File: config.mk
export PLATFORM = sky130hd
export DESIGN_NAME = pipe_ctrl
export DESIGN_NICKNAME = d
export VERILOG_FILES = /design/src/rtl/pipe_ctrl.sv
export SDC_FILE = /design/constraint.sdc
export NUM_CORES = 1
export LEC_CHECK = 0
export CORE_MARGIN = 2
export CORE_UTILIZATION = 31
export CTS_BUF_LIST = sky130_fd_sc_hd__clkbuf_2
export DETAILED_ROUTE_END_ITERATION = 8
export HOLD_SLACK_MARGIN = 0.06
export PLACE_DENSITY = 0.77
export SETUP_SLACK_MARGIN = 0.1
export SLEW_MARGIN = 25
export SYNTH_ARGS = -nofsm -noshare
export SYNTH_HDL_FRONTEND = slang
export SYNTH_SLANG_ARGS = --single-unit
File: constraint.sdc
create_clock -name clk -period 5.5 [get_ports clk]
set_input_delay 1.1 -clock clk [delete_from_list [all_inputs] [get_ports clk]]
set_output_delay 1.1 -clock clk [all_outputs]
set_load 0.05 [all_outputs]
File: src/rtl/pipe_ctrl.sv
// Central pipeline control: arbitrates stage stall requests, converts MEM-stage
// exceptions into a flush pulse with redirect PC, and tracks stall activity.
module pipe_ctrl #(
   parameter int unsigned WDOG_LIMIT = 1024,
   parameter logic [31:0] EXC_VECTOR = 32'h0000_0020
) (
   input  logic        clk,
   input  logic        rst,
   input  logic        stallreq_from_if,
   input  logic        stallreq_from_id,
   input  logic        stallreq_from_ex,
   input  logic        stallreq_from_mem,
   input  logic [31:0] excepttype_i,
   input  logic [31:0] cp0_epc_i,
   output logic [5:0]  stall,
   output logic        flush,
   output logic [31:0] new_pc,
   output logic [31:0] stall_cycles,
   output logic        wdog_timeout
);

   localparam logic [31:0] EXC_ERET = 32'h0000_000e;
   localparam int CNT_W = $clog2(WDOG_LIMIT);
   localparam logic [CNT_W-1:0] WDOG_LAST = CNT_W'(WDOG_LIMIT - 1);

   typedef enum logic {RUN, DRAIN} state_t;

   state_t            state, state_nxt;
   logic              exc;
   logic [5:0]        stall_req;
   logic [CNT_W-1:0]  wdog_cnt;

   function automatic logic [31:0] sat_inc(input logic [31:0] v);
      return (v == 32'hFFFF_FFFF) ? v : v + 32'd1;
   endfunction

   always_ff @(posedge clk or posedge rst) begin
      if (rst) state <= RUN;
      else     state <= state_nxt;
   end

   // Outputs are gated by rst so they drop the moment reset is asserted.
   always_comb begin
      stall_req = 6'b000000;
      if (stallreq_from_mem)
         stall_req = 6'b011111;
      else if (stallreq_from_ex)
         stall_req = 6'b001111;
      else if (stallreq_from_id || stallreq_from_if)
         stall_req = 6'b000111;

      exc       = !rst && (state == RUN) && (excepttype_i != 32'd0);
      flush     = exc;
      stall     = 6'b000000;
      new_pc    = 32'd0;
      state_nxt = RUN;

      if (exc) begin
         state_nxt = DRAIN;
         new_pc    = (excepttype_i == EXC_ERET) ? cp0_epc_i : EXC_VECTOR;
      end else if (!rst) begin
         stall = stall_req;
      end
   end

   always_ff @(posedge clk or posedge rst) begin
      if (rst) begin
         stall_cycles <= 32'd0;
         wdog_cnt     <= '0;
         wdog_timeout <= 1'b0;
      end else begin
         if (stall[0])
            stall_cycles <= sat_inc(stall_cycles);

         wdog_timeout <= 1'b0;
         if ((stall == 6'b000000) || flush) begin
            wdog_cnt <= '0;
         end else if (wdog_cnt == WDOG_LAST) begin
            wdog_cnt     <= '0;
            wdog_timeout <= 1'b1;
         end else begin
            wdog_cnt <= wdog_cnt + CNT_W'(1);
         end
      end
   end

endmodule
==> impl_metrics.py <==
metrics = {
    "floorplan": {
        "die_width_um": 92.28,
        "io_pins": 142,
        "die-area_um2": 8516,
        "num_rows": 32,
        "initial_core_util_pct": 31.59,
        "core_um2": 7647,
        "die_h_um": 92.28,
    },
    "synth": {
        "synth_area_leaders": "dfrtp_1 (46%), xnor2_1 (11%), and2_1 (8.5%)",
        "syn_nets": 323,
        "netlist_instances": 251,
        "yosys_warnings": 0,
        "postSynthAreaPerCell_um2": 9.626,
        "syn_area_um2": 2416,
        "synth-edff-count": 0,
        "ys.flop_type": "dfrtp_1",
        "synth_cell_types": 32,
        "synth_top_area_cell": "dfrtp_1",
        "synth_top_area_share_pct": 45.57,
        "yosysMostFrequentCell": "dfrtp_1",
        "synthArstFlopShare_pct": 100.0,
        "synth_common_cells": "dfrtp_1 (44), and2_1 (33), xnor2_1 (30)",
        "synth_seq_cells": 44,
        "synth_sequential_area_ratio_pct": 45.57,
    },
    "min_path": {
        "holdCritStartpoint": "stall_cycles[12]$_DFFE_PP0P_",
        "hold_path.class": "flop to flop",
        "holdPathStages": 1,
    },
    "sta": {
        "max_freq_ghz": 0.2087,
        "finalCritPeriodShare_pct": 87.13,
        "finalSetupTns_ns": 0,
        "finalMaxSlewViolations": 0,
        "min_period_ns": 4.792,
        "worstMarginPinSlew_ns": 0.9814,
        "finalHoldViolCount": 0,
        "rsz0062_at_grt": "no",
        "finalSetupViolCount": 0,
        "finClkSkew_ns": 0.01723,
        "max_slew_margin_pct": 33.97,
    },
    "clock_network": {
        "cts-root-buf": "clkbuf_2",
        "cts_buffer_depth": 2,
        "path_clk_slew_ns": 0.21,
        "cts_buffers": 5,
        "worstSkewPairLatency_ns": 0.40,
        "holdBufCountCts": 0,
        "ctsResizeCount": 0,
        "cts_tree": "yes",
        "post-cts-setup-buffers": 0,
        "cts_max_level": 2,
        "cts.sinks": 44,
    },
    "final_layout": {
        "final_cell_area_um2": 3892,
        "n_antenna_cell": 0,
        "areaGrowthSynthToFinish_pct": 61.11,
        "nNetsFinal": 463,
        "drive_gt1_share_pct": 13.52,
    },
    "power_and_ir_drop": {
        "p_seq_share_pct": 48.2,
        "peakVddDrop_mv": 0.1644,
        "leakage_nw": 1.618,
        "p_sw_share_pct": 32.99,
        "pwr_density_cell_nw_per_um2": 200.3,
        "p_int_uw": 522.4,
        "clkPwrFrac_pct": 23.0,
        "combPwrFrac_pct": 28.8,
        "power.switching_uw": 257.1,
    },
    "detailed_routing": {
        "routed_wl_mm": 6.790,
        "vias": 2373,
        "viasPerCell": 4.804,
        "postRouteAntennaNets": 0,
        "routedWlPerCell_um": 13.74,
        "drc": 0,
        "drt_first_pass_iters": 5,
        "drtIter0Drc": 96,
    },
    "global_routing": {
        "grt.total_usage_pct": 16.25,
        "grt_antenna_before_repair": 0,
        "grt_pass1_wl_mm": 11.14,
        "grt_overflow": 0,
        "grt_max_degree": 46,
        "grt_pass1_vias": 2427,
    },
    "setup_path": {
        "worstRegToRegCells": 6,
        "crit_cells": 7,
        "r2r-start": "stall_cycles[0]$_DFFE_PP0P_",
        "endpoint_kind": "primary output",
        "worstSetupStartpoint": "excepttype_i[21]",
        "crit_chain": "clkdlybuf4s50_1 -> nor4_1 -> nand4_1 -> o31ai_2 -> nand2_2 -> clkinv_1 -> clkdlybuf4s50_1",
        "criticalPathCategory": "primary input to primary output",
        "path_delay_family": "buffers and inverters",
        "worstPathRequired_ns": 4.40,
        "critPathMostFrequentCell": "clkdlybuf4s50_1",
        "critical_path_buf_inv_count": 3,
        "slowest_stage": "clkdlybuf4s50_1",
        "cp.arrival_ns": 3.69,
        "worst-path-max-fanout": 10,
        "cpPeakStageDelay_ns": 0.85,
        "start_kind": "primary input",
    },
    "flow_run": {
        "max_cap_violations": 0,
    },
    "outcome": {
        "status": "finished clean",
    },
    "placed_design": {
        "gp_congestion": 0.7881,
        "hpwl_mm": 5.476,
        "place_area_um2": 3827,
        "io_buffers": 140,
    },
}
[sequential cells by signal, summed over array words and instances, names as in the netlist]
signal and flops:
wdog_timeout 1, wdog_cnt 10, stall_cycles 32, state 1
[through the flow]
stage / setup WS [ns] / hold slack [ns] / utilization [%] / power [mW] / std cells
final: 0.7077 / 0.5198 / 50.90 / 0.7795 / 494
after global routing: 0.6001 / 0.5531 / 50.90 / 0.8154 / 494
after CTS: 0.6901 / 0.5250 / 50.90 / 0.7854 / 494
after detailed placement: 0.6976 / 0.5011 / 50.05 / 0.6076 / 486
after global placement: 0.7459 / 0.4719 / 50.05 / 0.6037 / 486
after floorplan: 0.8466 / 0.4479 / - / 0.5003 / 251
[path summary, 6_finish.rpt]
kind	end	slack (ns)
max in group asynchronous	stall_cycles[0]$_DFFE_PP0P_	3.89
hold / removal	stall_cycles[12]$_DFFE_PP0P_	0.52
min in group asynchronous	stall_cycles[24]$_DFFE_PP0P_	1.23
setup / recovery	stall[0]	0.71
hold reg to reg	stall_cycles[12]$_DFFE_PP0P_	0.52
setup reg to reg	stall_cycles[29]$_DFFE_PP0P_	3.07
[routing by layer]
layer	track usage, %	part of all wire [%]
met4	5.100	1.5
met1	19.47	38
met2	28.00	53
met3	4.848	7.1
met5	0	0
[power groups by stage]
stage	clock (mW)	sequential, mW	combinational, mW
after floorplan	0	0.442	0.0580
after global placement	0	0.379	0.225
after detailed placement	0	0.381	0.227
after CTS	0.183	0.375	0.227
after global routing	0.197	0.379	0.239
final	0.179	0.375	0.225
[cells by family after synthesis]
logic type / Yosys count / synth area share [%]
AO/OA/AOI/OAI: 4 / 1.709
XOR/XNOR: 38 / 14.09
adder cells (fa/ha/maj): 2 / 1.036
buffers and inverters: 16 / 3.469
flip-flops: 44 / 45.57
multiplexers: 2 / 0.9321
other: 1 / 0.1552
AND/OR/NAND/NOR: 144 / 33.04
[final cells by class]
| type | count | area, um2 |
|---|---|---|
| clock buffers | 6 | 30.03 |
| clock inverters | 2 | 35.03 |
| fillers | 691 | 3755 |
| inverters | 7 | 26.28 |
| multi-input cells | 191 | 1236 |
| flip-flops and latches | 44 | 1101 |
| well taps | 102 | 127.6 |
| repair buffers | 142 | 1336 |
[cells in the final DEF (no fill, tap or decap), drive strengths merged, types with 4 or more instances in the layout]
| cell | synthesis | final |
|---|---|---|
| inv | 6 | 5 |
| clkdlybuf4s50 | 0 | 108 |
| xnor2 | 31 | 31 |
| nand2 | 14 | 14 |
| nor4 | 8 | 8 |
| and2 | 33 | 33 |
| and3 | 10 | 10 |
| nand4 | 23 | 23 |
| buf | 6 | 34 |
| dfrtp | 44 | 44 |
| xor2 | 7 | 7 |
| nor2 | 24 | 24 |
| nor3 | 6 | 6 |
| clkbuf | 3 | 6 |
| nand3 | 18 | 18 |
| and4 | 4 | 4 |
Note: power is estimated with default switching activity, not from simulation.
